File: config.mk
export PLATFORM = sky130hd
export DESIGN_NAME = ex_multicycle
export DESIGN_NICKNAME = d
export VERILOG_FILES = /design/src/rtl/ex_multicycle_pkg.sv /design/src/rtl/ex_multicycle_div.sv /design/src/rtl/ex_multicycle.sv
export SDC_FILE = /design/constraint.sdc
export NUM_CORES = 1
export LEC_CHECK = 0
export ABC_AREA = 1
export BUFFER_PORTS_ARGS = -buffer_cell sky130_fd_sc_hd__buf_2
export CAP_MARGIN = 10
export CORE_ASPECT_RATIO = 1.75
export CORE_MARGIN = 4
export CORE_UTILIZATION = 60
export CTS_CLUSTER_SIZE = 24
export DETAILED_ROUTE_END_ITERATION = 10
export GPL_TIMING_DRIVEN = 0
export PLACE_DENSITY = 0.79
export SLEW_MARGIN = 20
export SYNTH_ARGS = -nofsm -noshare
export SYNTH_HDL_FRONTEND = slang
export SYNTH_HIERARCHICAL = 1
export SYNTH_SLANG_ARGS = --single-unit
File: constraint.sdc
create_clock -name clk -period 2.8 [get_ports clk]
set_input_delay 0.14 -clock clk [delete_from_list [all_inputs] [get_ports clk]]
set_output_delay 0.14 -clock clk [all_outputs]
set_load 0.01 [all_outputs]
File: src/rtl/ex_multicycle_pkg.sv
// Shared decode constants and FSM state encoding for the ex_multicycle execute stage.
package ex_multicycle_pkg;

    localparam logic [6:0] OPC_OP_IMM = 7'b0010011;
    localparam logic [6:0] OPC_OP     = 7'b0110011;

    localparam logic [6:0] F7_BASE    = 7'b0000000;
    localparam logic [6:0] F7_ALT     = 7'b0100000;
    localparam logic [6:0] F7_MULDIV  = 7'b0000001;

    localparam logic [2:0] F3_ADD     = 3'b000;
    localparam logic [2:0] F3_SLL     = 3'b001;
    localparam logic [2:0] F3_SLT     = 3'b010;
    localparam logic [2:0] F3_SLTU    = 3'b011;
    localparam logic [2:0] F3_XOR     = 3'b100;
    localparam logic [2:0] F3_SR      = 3'b101;
    localparam logic [2:0] F3_OR      = 3'b110;
    localparam logic [2:0] F3_AND     = 3'b111;

    localparam logic [2:0] F3_MUL     = 3'b000;
    localparam logic [2:0] F3_MULH    = 3'b001;
    localparam logic [2:0] F3_MULHSU  = 3'b010;
    localparam logic [2:0] F3_MULHU   = 3'b011;

    typedef enum logic [1:0] {
        ST_IDLE = 2'd0,
        ST_MUL  = 2'd1,
        ST_DIV  = 2'd2,
        ST_DONE = 2'd3
    } state_e;

endpackage

File: src/rtl/ex_multicycle_div.sv
// ex_div: iterative restoring divider, one quotient bit per cycle plus one
// sign-fix cycle during which done is high and the results are valid.
module ex_div #(
    parameter int XLEN = 32
) (
    input  logic            clk,
    input  logic            rst,
    input  logic            abort,
    input  logic            start,
    input  logic            is_signed,
    input  logic [XLEN-1:0] dividend,
    input  logic [XLEN-1:0] divisor,
    output logic            done,
    output logic [XLEN-1:0] quotient,
    output logic [XLEN-1:0] remainder
);
    localparam int CW = $clog2(XLEN + 1);

    logic            busy;
    logic            fix;
    logic [CW-1:0]   cnt;
    logic [XLEN-1:0] quo;
    logic [XLEN-1:0] rem;
    logic [XLEN-1:0] dsor;
    logic [XLEN-1:0] dvnd;
    logic            neg_q;
    logic            neg_r;
    logic            div_zero;
    logic [XLEN-1:0] a_mag;
    logic [XLEN-1:0] b_mag;
    logic [XLEN:0]   shifted;
    logic [XLEN:0]   trial;

    // Operand magnitudes and the trial subtraction of one restoring step.
    always_comb begin
        a_mag   = (is_signed && dividend[XLEN-1]) ? -dividend : dividend;
        b_mag   = (is_signed && divisor[XLEN-1])  ? -divisor  : divisor;
        shifted = {rem, quo[XLEN-1]};
        trial   = shifted - {1'b0, dsor};
    end

    // Iteration state: load on start, one bit per cycle, then the sign-fix cycle.
    always_ff @(posedge clk) begin
        if (rst || abort) begin
            busy     <= 1'b0;
            fix      <= 1'b0;
            cnt      <= '0;
            quo      <= '0;
            rem      <= '0;
            dsor     <= '0;
            dvnd     <= '0;
            neg_q    <= 1'b0;
            neg_r    <= 1'b0;
            div_zero <= 1'b0;
        end else if (start) begin
            busy     <= 1'b1;
            fix      <= 1'b0;
            cnt      <= CW'(XLEN);
            quo      <= a_mag;
            rem      <= '0;
            dsor     <= b_mag;
            dvnd     <= dividend;
            neg_q    <= is_signed & (dividend[XLEN-1] ^ divisor[XLEN-1]);
            neg_r    <= is_signed & dividend[XLEN-1];
            div_zero <= (divisor == '0);
        end else if (busy && !fix) begin
            quo <= {quo[XLEN-2:0], ~trial[XLEN]};
            rem <= trial[XLEN] ? shifted[XLEN-1:0] : trial[XLEN-1:0];
            cnt <= cnt - CW'(1);
            fix <= (cnt == CW'(1));
        end else if (fix) begin
            busy <= 1'b0;
            fix  <= 1'b0;
        end else begin
            busy <= busy;
        end
    end

    // Sign correction; a zero divisor bypasses it to give all-ones / dividend.
    always_comb begin
        done = fix;
        if (div_zero) begin
            quotient  = '1;
            remainder = dvnd;
        end else begin
            quotient  = neg_q ? -quo : quo;
            remainder = neg_r ? -rem : rem;
        end
    end

endmodule

File: src/rtl/ex_multicycle.sv
// ex_multicycle: execute stage with single-cycle ALU, iterative multiplier and
// optional iterative divider (enabled by defining EX_MULTICYCLE_DIV_EN).
module ex_multicycle
    import ex_multicycle_pkg::*;
#(
    parameter int XLEN               = 32,
    parameter int MUL_BITS_PER_CYCLE = 1
) (
    input  logic            clk,
    input  logic            rst,
    input  logic            valid_i,
    output logic            ready_o,
    input  logic            flush_i,
    input  logic [31:0]     inst_i,
    input  logic [31:0]     inst_addr_i,
    input  logic [XLEN-1:0] op1_i,
    input  logic [XLEN-1:0] op2_i,
    input  logic [4:0]      rd_addr_i,
    input  logic            reg_wen_i,
    output logic            valid_o,
    output logic [4:0]      rd_addr_o,
    output logic [XLEN-1:0] rd_data_o,
    output logic            reg_wen_o,
    output logic            hold_o
);
    localparam int SHW    = $clog2(XLEN);
    localparam int MSTEPS = XLEN / MUL_BITS_PER_CYCLE;
    localparam int MCW    = $clog2(MSTEPS + 1);

    state_e            state;
    state_e            next_state;
    logic [6:0]        opcode;
    logic [2:0]        func3;
    logic [6:0]        func7;
    logic              is_mul;
    logic              is_div;
    logic              accept;
    logic              kill;
    logic              alu_ok;
    logic [XLEN-1:0]   alu_res;
    logic [SHW-1:0]    shamt;
    logic [XLEN-1:0]   sra_res;
    logic [XLEN-1:0]   srl_res;
    logic              a_neg;
    logic              b_neg;
    logic [2*XLEN-1:0] mcand;
    logic [XLEN-1:0]   mplier;
    logic [2*XLEN-1:0] acc;
    logic [2*XLEN-1:0] step_sum;
    logic [2*XLEN-1:0] prod;
    logic [MCW-1:0]    mcnt;
    logic              mfix;
    logic              mneg;
    logic [XLEN-1:0]   mul_res;
    logic [2:0]        pend_f3;
    logic [4:0]        pend_rd;
    logic              pend_wen;
    logic              div_done;
    logic [XLEN-1:0]   div_res;
    logic              out_valid;
    logic [4:0]        out_rd;
    logic [XLEN-1:0]   out_data;
    logic              out_wen;
    logic              unused_bits;

    assign opcode      = inst_i[6:0];
    assign func3       = inst_i[14:12];
    assign func7       = inst_i[31:25];
    assign shamt       = op2_i[SHW-1:0];
    assign ready_o     = (state == ST_IDLE);
    assign accept      = valid_i & ready_o & ~flush_i;
    assign is_mul      = (opcode == OPC_OP) && (func7 == F7_MULDIV) && !func3[2];
    assign unused_bits = ^{inst_addr_i, inst_i[24:15], inst_i[11:7]};

`ifdef EX_MULTICYCLE_DIV_EN
    logic [XLEN-1:0] quot;
    logic [XLEN-1:0] rmd;

    assign is_div  = (opcode == OPC_OP) && (func7 == F7_MULDIV) && func3[2];
    assign div_res = pend_f3[1] ? rmd : quot;

    ex_div #(.XLEN(XLEN)) u_div (
        .clk       (clk),
        .rst       (rst),
        .abort     (flush_i),
        .start     (accept & is_div),
        .is_signed (~func3[0]),
        .dividend  (op1_i),
        .divisor   (op2_i),
        .done      (div_done),
        .quotient  (quot),
        .remainder (rmd)
    );
`else
    assign is_div   = 1'b0;
    assign div_done = 1'b0;
    assign div_res  = '0;
`endif

    // Single-cycle ALU for OP-IMM and base/alternate OP encodings.
    always_comb begin
        sra_res = $signed(op1_i) >>> shamt;
        srl_res = op1_i >> shamt;
        alu_ok  = 1'b0;
        alu_res = '0;
        if ((opcode == OPC_OP_IMM) || ((opcode == OPC_OP) && (func7 == F7_BASE))) begin
            alu_ok = 1'b1;
            case (func3)
                F3_ADD:  alu_res = op1_i + op2_i;
                F3_SLL:  alu_res = op1_i << shamt;
                F3_SLT:  alu_res = {{(XLEN-1){1'b0}}, ($signed(op1_i) < $signed(op2_i))};
                F3_SLTU: alu_res = {{(XLEN-1){1'b0}}, (op1_i < op2_i)};
                F3_XOR:  alu_res = op1_i ^ op2_i;
                F3_SR:   alu_res = inst_i[30] ? sra_res : srl_res;
                F3_OR:   alu_res = op1_i | op2_i;
                F3_AND:  alu_res = op1_i & op2_i;
                default: alu_ok  = 1'b0;
            endcase
        end else if ((opcode == OPC_OP) && (func7 == F7_ALT)) begin
            case (func3)
                F3_ADD: begin
                    alu_ok  = 1'b1;
                    alu_res = op1_i - op2_i;
                end
                F3_SR: begin
                    alu_ok  = 1'b1;
                    alu_res = sra_res;
                end
                default: alu_ok = 1'b0;
            endcase
        end else begin
            alu_ok = 1'b0;
        end
    end

    // Multiplier: one shift-add step on magnitudes, then the signed product select.
    always_comb begin
        a_neg    = op1_i[XLEN-1] & ((func3 == F3_MULH) || (func3 == F3_MULHSU));
        b_neg    = op2_i[XLEN-1] & (func3 == F3_MULH);
        step_sum = acc;
        for (int b = 0; b < MUL_BITS_PER_CYCLE; b++) begin
            if (mplier[b]) begin
                step_sum = step_sum + (mcand << b);
            end else begin
                step_sum = step_sum;
            end
        end
        prod    = mneg ? -acc : acc;
        mul_res = (pend_f3 == F3_MUL) ? prod[XLEN-1:0] : prod[2*XLEN-1:XLEN];
    end

    // Multiplier datapath and the pending destination of a multi-cycle op.
    always_ff @(posedge clk) begin
        if (rst) begin
            mcand    <= '0;
            mplier   <= '0;
            acc      <= '0;
            mcnt     <= '0;
            mfix     <= 1'b0;
            mneg     <= 1'b0;
            pend_f3  <= 3'd0;
            pend_rd  <= 5'd0;
            pend_wen <= 1'b0;
        end else if (accept && (is_mul || is_div)) begin
            mcand    <= {{XLEN{1'b0}}, (a_neg ? -op1_i : op1_i)};
            mplier   <= b_neg ? -op2_i : op2_i;
            acc      <= '0;
            mcnt     <= MCW'(MSTEPS);
            mfix     <= 1'b0;
            mneg     <= a_neg ^ b_neg;
            pend_f3  <= func3;
            pend_rd  <= rd_addr_i;
            pend_wen <= reg_wen_i & (rd_addr_i != 5'd0);
        end else if ((state == ST_MUL) && !mfix) begin
            acc    <= step_sum;
            mcand  <= mcand << MUL_BITS_PER_CYCLE;
            mplier <= mplier >> MUL_BITS_PER_CYCLE;
            mcnt   <= mcnt - MCW'(1);
            mfix   <= (mcnt == MCW'(1));
        end else begin
            mfix <= mfix;
        end
    end

    // FSM state register.
    always_ff @(posedge clk) begin
        if (rst) begin
            state <= ST_IDLE;
        end else begin
            state <= next_state;
        end
    end

    // FSM next-state: flush aborts any in-flight multi-cycle op.
    always_comb begin
        next_state = state;
        case (state)
            ST_IDLE: begin
                if (accept && is_mul) begin
                    next_state = ST_MUL;
                end else if (accept && is_div) begin
                    next_state = ST_DIV;
                end else begin
                    next_state = ST_IDLE;
                end
            end
            ST_MUL: begin
                if (flush_i) begin
                    next_state = ST_IDLE;
                end else if (mfix) begin
                    next_state = ST_DONE;
                end else begin
                    next_state = ST_MUL;
                end
            end
            ST_DIV: begin
                if (flush_i) begin
                    next_state = ST_IDLE;
                end else if (div_done) begin
                    next_state = ST_DONE;
                end else begin
                    next_state = ST_DIV;
                end
            end
            ST_DONE: next_state = ST_IDLE;
            default: next_state = ST_IDLE;
        endcase
    end

    // Result registers: loaded for exactly one cycle, zero otherwise.
    always_ff @(posedge clk) begin
        if (rst) begin
            out_valid <= 1'b0;
            out_rd    <= 5'd0;
            out_data  <= '0;
            out_wen   <= 1'b0;
        end else if (accept && !is_mul && !is_div) begin
            out_valid <= 1'b1;
            out_rd    <= rd_addr_i;
            out_data  <= alu_ok ? alu_res : '0;
            out_wen   <= alu_ok & reg_wen_i & (rd_addr_i != 5'd0);
        end else if ((state == ST_MUL) && mfix && !flush_i) begin
            out_valid <= 1'b1;
            out_rd    <= pend_rd;
            out_data  <= mul_res;
            out_wen   <= pend_wen;
        end else if ((state == ST_DIV) && div_done && !flush_i) begin
            out_valid <= 1'b1;
            out_rd    <= pend_rd;
            out_data  <= div_res;
            out_wen   <= pend_wen;
        end else begin
            out_valid <= 1'b0;
            out_rd    <= 5'd0;
            out_data  <= '0;
            out_wen   <= 1'b0;
        end
    end

    // A flush landing in DONE suppresses the completing result.
    assign kill      = flush_i & (state == ST_DONE);
    assign valid_o   = out_valid & ~kill;
    assign rd_addr_o = kill ? 5'd0 : out_rd;
    assign rd_data_o = kill ? '0 : out_data;
    assign reg_wen_o = out_wen & ~kill;
    assign hold_o    = (state != ST_IDLE);

endmodule

==> impl_metrics.toml, run 1 <==
[die]
fp.dieW_um = 171
row_count = 104
dieHeight_um = 293
boundaryPins = 179
start_util_pct = 60.6

[yosys]
syn-num-nets = 5385
synth_top_cells_by_area = "nand2_1 21%, dfxtp_1 16%, nand3_1 9.2%, inv_1 8.2%, a21oi_1 8.1%"
synth_cells = 5079
synth_top_area_share_pct = 21.1
synthArstFlopShare_pct = 0
synthFlopType = "dfxtp_1"
synth_largest_area_cell = "nand2_1"
yosys_warnings = 6
synth-edff-count = 0
yosysSeqAreaShare_pct = 15.7
yosys-top-cells-count = "1567 x nand2_1, 610 x inv_1, 513 x nand3_1"
synthesis.area_um2 = 27800
yosysUniqueCellTypes = 62
synth-seq-cells = 218
avgSynthCellArea_um2 = 5.48
yosys.cell_count.top_type = "nand2_1"

[global_routing]
grt_use_total_pct = 83.1
grt_max_degree = 18
grt_pass1_vias = 43655
grt_pass1_wl_um = 327000
grt_overflow_total = 2077

[clock_tree]
cts_made_buffers = 20
clock-sinks = 218
clock-root-buffer = "clkbuf_16"
clock_path_buffers = 3
htreeDepth = 1

[place]
place_ws_ns = -0.763
dp_hpwl_um = 137000
routabilityCongestion = 1.43
port_buffers = 128

[status]
status = "aborted with a tool error"
failing_step = "global routing"
stop_error = "[ERROR GRT-0116] Global routing finished with congestion. Check the congestion regions in the DRC Viewer."
## metal layers
metal  GRT overflow  track usage (%)
met1             12             77.2
met4            520             88.1
met5              2             22.7
met3             21             63.9
met2           1522              107
## metrics by stage
step	area, um2	utilization, %	cells
3_3_place_gp	29200	63.6	5790
2_1_floorplan	27800	-	5079
3_5_place_dp	29200	63.6	5790
4_1_cts	30100	65.5	5839
## repair_timing
item	CTS
setup buffers	3
endpoints found under the hold margin	17
gates resized for setup	41
endpoints found under the setup margin	37
hold buffers	11
pin swaps	1
## cell families after synthesis
| group | share of synthesized area (%) |
|---|---|
| xor+xnor | 2.67 |
| simple gates | 42.2 |
| flops | 15.7 |
| fa+ha+maj | 7.63 |
| compound gates | 19.4 |
| buf+inv | 12.4 |
==> run 2: changes to the inputs <==
CORE_ASPECT_RATIO = default   (was 1.75)
CORE_UTILIZATION = 40   (was 60)
CTS_CLUSTER_SIZE = default   (was 24)
PLACE_DENSITY = default   (was 0.79)
PLACE_DENSITY_LB_ADDON = 0.15   (was default)
==> impl_metrics.toml, run 2 <==
[die]
row_count = 96
core_um2 = 68800
boundaryPins = 179
start_util_pct = 40.5
dieHeight_um = 272
fp.dieW_um = 272
dieArea_um2 = 73900

[timing]
tightest_slew_ns = 1.17
final.period_utilization_pct = 104
max_freq_mhz = 345
slew_headroom_pct = 21.9
min_period_ns = 2.90
hold_violations = 0
clock-skew-final_ns = 0.0429
fin_ws_ns = -0.103
final_max_slew_viol_count = 0
finalSetupViolations = 8

[yosys]
avgSynthCellArea_um2 = 5.48
synthArstFlopShare_pct = 0
synth-seq-cells = 218
synth_top_area_share_pct = 21.1
syn-num-nets = 5385
yosys.cell_count.top_type = "nand2_1"
synth-edff-count = 0
yosysSeqAreaShare_pct = 15.7
yosys-top-cells-count = "1567 x nand2_1, 610 x inv_1, 513 x nand3_1"
synth_largest_area_cell = "nand2_1"
yosysUniqueCellTypes = 62
synth_top_cells_by_area = "nand2_1 21%, dfxtp_1 16%, nand3_1 9.2%, inv_1 8.2%, a21oi_1 8.1%"
yosys_warnings = 6
synthesis.area_um2 = 27800
synth_cells = 5079
synthFlopType = "dfxtp_1"

[setup_path]
crit_type = "input port to flop"
start_kind = "input port"
critPathSlowestCell = "nor2_1"
reg2reg_depth = 13
end_kind = "flop"
cpMostUsedCell = "buf_2"
r2r-start = "acc[34]"
worst_ep_arrival_time_ns = 3.29
regToRegSetupSlack_ns = 0
worstPathRequired_ns = 3.19
path_cells = "buf_2 > or3_4 > nor2_1 > nand3_1 > nand2_1 > buf_2 > buf_2 > nand4_1 > nand3_1 > a21oi_1"
worstPathMaxFanout = 10
reg2reg_to = "acc[51]"
crit_path_max_incr_delay_ns = 0.88

[clock_tree]
clock-sinks = 218
clock_path_buffers = 3
cts_made_buffers = 24
tritoncts = "yes"
htreeDepth = 1
path_clk_slew_ns = 0.06
clkLatencyLatePin_ns = 0.58
clock-root-buffer = "clkbuf_16"

[place]
place_area_um2 = 29700
routabilityCongestion = 1.14
place_ws_ns = -0.865
port_buffers = 128
dp_hpwl_um = 141000

[power_and_ir_drop]
power_mw = 9.60
p_per_area_nw_per_um2 = 308
p_leak_nw = 15.5
ir_worst_vdd_uv = 487

[layout]
final_common_cell = "nand2_1"
final_cell_mix = "1557 x nand2_1, 605 x inv_1, 502 x nand3_1"
fill_cells = 7858
nets = 5570
post-route-util_pct = 45.3
antennaDiodeCount = 0
multi_input_area_um2 = 20400
final_area_um2 = 31200
reg_top3 = "acc (64), mcand (64)"
area_growth_pct = 12.1
drive_above_1_share_pct = 9.77
ff_latch_area_um2 = 4420

[global_routing]
grt_max_degree = 21
antenna_found_initial = 9
grt_overflow_total = 0
grt_pass1_vias = 32666
grt_pass1_wl_um = 233000
grt_use_total_pct = 43.2

[status]
violations = "setup timing"
status = "finished, violations left"

[detailed_routing]
wl_per_cell_um = 27.0
antenna_left = 0
routed_wl_um = 168000
drc = 0
vias_per_cell = 5.93
drt-pass1-iter-count = 8
first_iter_violations = 5504
via_count = 36850

[min_path]
hold_depth = 5
hp-start = "op2_i[13]"
hp-class = "input port to flop"
holdPathEnd = "mplier[13]"

[flow_run]
max_cap_violations = 0
[run 2: final cells by class]
type	instances	share of cell area [%]
clock inverters	12	0.573
clock buffers	31	2.11
repair buffers	160	3.00
inverters	635	7.72
multi-input cells	4023	65.2
flip-flops and latches	218	14.2
plain buffers	202	3.47
well taps	931	3.73
[run 2: worst max-delay path: cells and delay by family]
family | cells | cell delay (ns)
and+or+nand+nor | 6 | 2.15
AOI/OAI and AO/OA | 1 | 0.10
buffers and inverters | 3 | 0.87
[run 2: through the flow]
stage / hold slack, ns / setup TNS (ns) / instances
final: 0.0141 / -0.376 / 6212
after global routing: 0.0658 / -0.0396 / 6212
after CTS: 0.00531 / -0.0313 / 6201
after detailed placement: 0.412 / -59.23 / 6140
after global placement: 0.414 / -62.82 / 6138
after floorplan: 0.268 / 0 / 5079
[run 2: worst max-delay path by stage]
stage	startpoint	to	slack, ns
after floorplan	acc[0]	acc[62]	0.52
after global placement	op2_i[4]	out_data[15]	-0.95
after detailed placement	op2_i[4]	out_data[15]	-0.87
after CTS	mcand[0]	acc[62]	-0.03
after global routing	acc[34]	acc[51]	-0.04
final	inst_i[26]	out_data[3]	-0.10
[run 2: cell families (layout without fill, tap and decap cells)]
kind of cell,Yosys count,after routing,share of synthesized area (%)
flops,218,218,15.7
simple gates,2789,2789,42.2
xor+xnor,85,85,2.67
buf+inv,838,1040,12.4
fa+ha+maj,168,168,7.63
compound gates,981,981,19.4
[run 2: layer usage]
| metal | wire length (um) | GRT usage, % |
|---|---|---|
| met5 | 41 | 0 |
| met1 | 71800 | 62.1 |
| met3 | 29100 | 21.2 |
| met4 | 6920 | 13.5 |
| met2 | 59600 | 55.2 |
[run 2: report_power, final]
part	switching, mW	total, mW	internal (mW)	leakage (nW)
clock network	1.44	3.40	1.96	0.403
registers	0.00386	3.10	3.10	1.77
logic	2.35	3.10	0.745	13.3
[run 2: repair_timing]
item	4_1_cts	5_1_grt
pin swaps	2	11
resized for setup	33	116
setup buffers	5	11
hold buffers	14	0
endpoints found under the setup margin	69	140
endpoints found under the hold margin	21	0
Power figures use the tool's default switching activity.
